`src/rtl/jtkicker_rom_arb.sv`:
```
// jtkicker_rom_arb: two-requester single-entry ROM cache sharing one SDRAM slot, with timeout retry.
module jtkicker_rom_arb #(
  parameter int          AW      = 14,
  parameter int          DW      = 32,
  parameter logic [7:0]  TIMEOUT = 8'd255
) (
  input  logic          clk,
  input  logic          rst_n,
  input  logic          flush,
  input  logic          obj_cs,
  input  logic [AW-1:0] obj_addr,
  output logic          obj_ok,
  output logic [DW-1:0] obj_data,
  input  logic          scr_cs,
  input  logic [AW-1:0] scr_addr,
  output logic          scr_ok,
  output logic [DW-1:0] scr_data,
  output logic          sd_cs,
  output logic [AW-1:0] sd_addr,
  input  logic          sd_ok,
  input  logic [DW-1:0] sd_data
);
  typedef enum logic [1:0] {IDLE, ISSUE, GAP} state_t;
  state_t st, st_nxt;
  logic [AW-1:0] obj_tag, scr_tag;
  logic [7:0] cnt;
  logic obj_valid, scr_valid, prio, gnt;
  logic obj_pend, scr_pend, pick_scr, tout, grant, done, fill;
  assign obj_ok   = obj_cs & obj_valid & (obj_addr == obj_tag);
  assign scr_ok   = scr_cs & scr_valid & (scr_addr == scr_tag);
  assign obj_pend = obj_cs & ~obj_ok;
  assign scr_pend = scr_cs & ~scr_ok;
  assign pick_scr = scr_pend & (~obj_pend | prio);
  assign tout     = cnt == TIMEOUT;
  assign grant    = st == IDLE && (obj_pend || scr_pend);
  assign fill     = st == ISSUE && sd_ok;
  assign done     = st == ISSUE && (sd_ok || tout);
  always_comb begin
    st_nxt = st == IDLE ? (grant ? ISSUE : IDLE) : st == ISSUE ? (done ? GAP : ISSUE) : IDLE;
  end
  always_ff @(posedge clk or negedge rst_n)
    if (!rst_n) st <= IDLE;
    else        st <= st_nxt;
  always_ff @(posedge clk or negedge rst_n) begin
    if (!rst_n) begin
      sd_cs     <= 1'b0;
      sd_addr   <= '0;
      prio      <= 1'b0;
      gnt       <= 1'b0;
      cnt       <= '0;
      obj_tag   <= '0;
      scr_tag   <= '0;
      obj_data  <= '0;
      scr_data  <= '0;
      obj_valid <= 1'b0;
      scr_valid <= 1'b0;
    end else begin
      if (grant) begin
        gnt     <= pick_scr;
        sd_addr <= pick_scr ? scr_addr : obj_addr;
        sd_cs   <= 1'b1;
        cnt     <= '0;
      end
      if (st == ISSUE) cnt <= tout ? cnt : cnt + 8'd1;
      if (done) sd_cs <= 1'b0;
      if (fill) prio <= ~gnt;
      if (fill && !gnt) begin
        obj_tag   <= sd_addr;
        obj_data  <= sd_data;
        obj_valid <= 1'b1;
      end
      if (fill && gnt) begin
        scr_tag   <= sd_addr;
        scr_data  <= sd_data;
        scr_valid <= 1'b1;
      end
      // flush wins over a coincident fill so stale data is never marked valid
      if (flush) begin
        obj_valid <= 1'b0;
        scr_valid <= 1'b0;
      end
    end
  end
endmodule

```
`config.mk`:
```
export PLATFORM = sky130hd
export DESIGN_NAME = jtkicker_rom_arb
export DESIGN_NICKNAME = d
export VERILOG_FILES = /design/src/rtl/jtkicker_rom_arb.sv
export SDC_FILE = /design/constraint.sdc
export NUM_CORES = 1
export LEC_CHECK = 0
export CAP_MARGIN = 20
export CELL_PAD_IN_SITES_DETAIL_PLACEMENT = 0
export CELL_PAD_IN_SITES_GLOBAL_PLACEMENT = 1
export CORE_MARGIN = 5
export CORE_UTILIZATION = 41
export CTS_CLUSTER_SIZE = 25
export DETAILED_ROUTE_END_ITERATION = 6
export HOLD_SLACK_MARGIN = 0.02
export PLACE_DENSITY_LB_ADDON = 0.2
export SYNTH_ARGS = -nofsm -noshare
export SYNTH_HDL_FRONTEND = slang
export SYNTH_SLANG_ARGS = --single-unit
```
`constraint.sdc`:
```
create_clock -name clk -period 5.2 [get_ports clk]
set_input_delay 1.04 -clock clk [delete_from_list [all_inputs] [get_ports clk]]
set_output_delay 1.04 -clock clk [all_outputs]
set_load 0.005 [all_outputs]
```
==> flow_metrics.env <==
export IMPL_rows=41
export IMPL_hold_class="reg -> reg"
export IMPL_startpoint_type="input port"
export IMPL_slowest_delay_ns=0.61
export IMPL_vdd_ir_drop_max_uv=306
export IMPL_utilization_pct=59.0
export IMPL_final_common_cell="clkdlybuf4s50_1"
export IMPL_slowest_stage="clkdlybuf4s50_1"
export IMPL_vias=3509
export IMPL_start_util_pct=41.4
export IMPL_synth_ff_type="dfrtp_1"
export IMPL_min_path_cells=1
export IMPL_grt_pass1_vias=3948
export IMPL_yosysUniqueCellTypes=40
export IMPL_die_height_um=122
export IMPL_hpwlAfterDp_mm=8.81
export IMPL_min_period_ns=4.23
export IMPL_r2r_start="st[0]$_DFF_PN0_"
export IMPL_cp_common_cell="clkdlybuf4s50_1"
export IMPL_max_freq_mhz=236
export IMPL_cts_tree="done"
export IMPL_wl_per_cell_um=17.0
export IMPL_fin_cells=719
export IMPL_drt_iter0_markers=143
export IMPL_insertedDiodeCount=0
export IMPL_final_cell_mix="clkdlybuf4s50_1, dfrtp_1, mux2_1, nor2_1, clkbuf_16"
export IMPL_cts_setup_buffers=0
export IMPL_cts_inserted_buffers=17
export IMPL_cp_required_ns=4.16
export IMPL_seq_area_frac_synth_pct=58.4
export IMPL_clock_skew_final_ns=0.00918
export IMPL_cts_sinks=121
export IMPL_worstMarginPinSlew_ns=1.10
export IMPL_path_clk_slew_ns=0.05
export IMPL_synth_warning_count=0
export IMPL_syn_nets=446
export IMPL_ctsRootBufferMaster="clkbuf_16"
export IMPL_whs_endpoint="obj_data[26]$_DFFE_PN0P_"
export IMPL_die_area_um2=15000
export IMPL_port_buffers=146
export IMPL_grt_usage_pct=17.3
export IMPL_hp_start="obj_data[26]$_DFFE_PN0P_"
export IMPL_synth_cells=379
export IMPL_syn_avg_cell_area_um2=13.7
export IMPL_finalMaxSlewViolations=0
export IMPL_via_per_inst=4.88
export IMPL_end_kind="output pin"
export IMPL_cap_violations=0
export IMPL_core_area_um2=12500
export IMPL_wl_mm=12.2
export IMPL_first_pass_iters=4
export IMPL_hold_viol_final=0
export IMPL_cts_hold_fix_buffers=0
export IMPL_clk_path_buf_depth=2
export IMPL_fin_nets=601
export IMPL_antenna_found_initial=1
export IMPL_setup_viol=0
export IMPL_syn_to_final_growth_pct=42.5
export IMPL_critPathArrivalTime_ns=3.19
export IMPL_power_density_nw_per_um2=602
export IMPL_dp_cells=687
export IMPL_synthArstFlopShare_pct=100
export IMPL_drive_gt1_share_pct=11.2
export IMPL_ios=147
export IMPL_whs_ns=0.482
export IMPL_r2r_slack_ns=2.55
export IMPL_status="completed"
export IMPL_reg2reg_depth=5
export IMPL_finalCritPeriodShare_pct=81.4
export IMPL_path_cells="clkdlybuf4s50_1 > xor2_1 > or4_4 > nor4_4 > clkdlybuf4s50_1"
export IMPL_drc=0
export IMPL_clk_insertion_delay_late_ns=0.41
export IMPL_grt_ovfl_total=0
export IMPL_antenna_left=0
export IMPL_grt_pass1_wl_mm=19.6
export IMPL_cp_max_fo=2
export IMPL_fillers=1086
export IMPL_r2r_end="obj_data[9]$_DFFE_PN0P_"
export IMPL_cts_htree_levels=4
export IMPL_rsz0062_at_grt="false"
export IMPL_worstSetupPathType="in -> out"
export IMPL_grt_max_degree=65
export IMPL_leakagePower_nw=3.10
export IMPL_cts_resized=0
export IMPL_synth_edf_count=0
export IMPL_max_slew_margin_pct=26.4
export IMPL_netlist_area_um2=5180
export IMPL_gp_congestion=0.760
export IMPL_setup_tns_final_ns=0
export IMPL_die_w_um=122
export IMPL_synth_ff_latch_count=121
## stage by stage
stage | worst slack, ns | cell area, um^2 | total power, W
after CTS | 0.962 | 7390 | 0.00453
after global routing | 0.925 | 7390 | 0.00476
after global placement | 0.966 | 6820 | 0.00334
after floorplan | 2.08 | 5180 | 0.00245
final | 0.965 | 7390 | 0.00445
after detailed placement | 0.961 | 6820 | 0.00339
## cells by family (layout without fill, tap and decap cells)
kind of cell	Yosys count	after routing	share of synthesized area, %
multiplexers	109	109	23.3
flip-flops	121	121	58.4
adder cells (fa/ha/maj)	1	1	0.241
AND/OR/NAND/NOR	65	65	6.98
buffers and inverters	22	190	2.27
XOR/XNOR	28	28	4.73
AO/OA/AOI/OAI	33	33	4.08
## cell usage after synthesis (all sizes together) (2+ instances only)
cell | instances | area [um^2]
xor2 | 13 | 114
buf | 11 | 76.3
nor2b | 2 | 12.5
xnor2 | 15 | 131
o21ai | 5 | 25.0
nor4bb | 2 | 20.0
nor2 | 26 | 97.6
nand2 | 9 | 33.8
nor4 | 2 | 27.5
mux2 | 93 | 1050
nand4 | 5 | 31.3
o21bai | 2 | 15.0
clkbuf | 5 | 18.8
mux2i | 16 | 160
nor3 | 5 | 30.0
a21oi | 16 | 80.1
dfrtp | 121 | 3030
or4 | 3 | 26.3
nand2b | 3 | 18.8
nand4bb | 2 | 22.5
inv | 6 | 22.5
nand3 | 3 | 20.0
a31oi | 5 | 31.3
## routing by layer
layer	track usage, %	vias to the layer above	routed length [um]
met1	19.9	1720	4940
met3	9.17	17	1220
met4	7.28	2	197
met5	0	-	13
met2	27.1	108	5820
li1	-	1662	-
## critical path: cells and delay by family
kind	cells	cell delay [ns]
buffers and inverters	2	1.05
and+or+nand+nor	2	0.92
xor gates and xnor gates	1	0.18
## flip-flops by register name (all words and copies together), names as in the netlist, 2 cells and up
name,cells
scr_tag,14
obj_tag,14
cnt,8
st,2
sd_addr,14
obj_data,32
scr_data,32
## final cells by class
cell class | instances | area [um^2] | area share (%)
repair buffers | 152 | 1500 | 20.4
flip-flops and latches | 121 | 3030 | 41.0
clock buffers | 23 | 498 | 6.74
multi-input cells | 236 | 2050 | 27.8
clock inverters | 9 | 70.1 | 0.948
well taps | 172 | 215 | 2.91
inverters | 6 | 22.5 | 0.305
## how the worst max path moves through the flow
stage,slack (ns),start,endpoint,cells past startpoint
floorplan,2.08,obj_addr[13],obj_ok,3
global placement,0.97,obj_addr[13],obj_ok,5
detailed placement,0.96,obj_addr[13],obj_ok,5
CTS,0.96,obj_addr[13],obj_ok,5
global route,0.93,obj_addr[13],obj_ok,5
finish,0.97,obj_addr[13],obj_ok,5
## power breakdown
part	switching (W)	internal, W
Sequential	0.000292	0.00141
Clock	0.000395	0.000712
Combinational	0.000631	0.00101
Total	0.00132	0.00313
No activity file was read; power rests on OpenSTA's default activity.
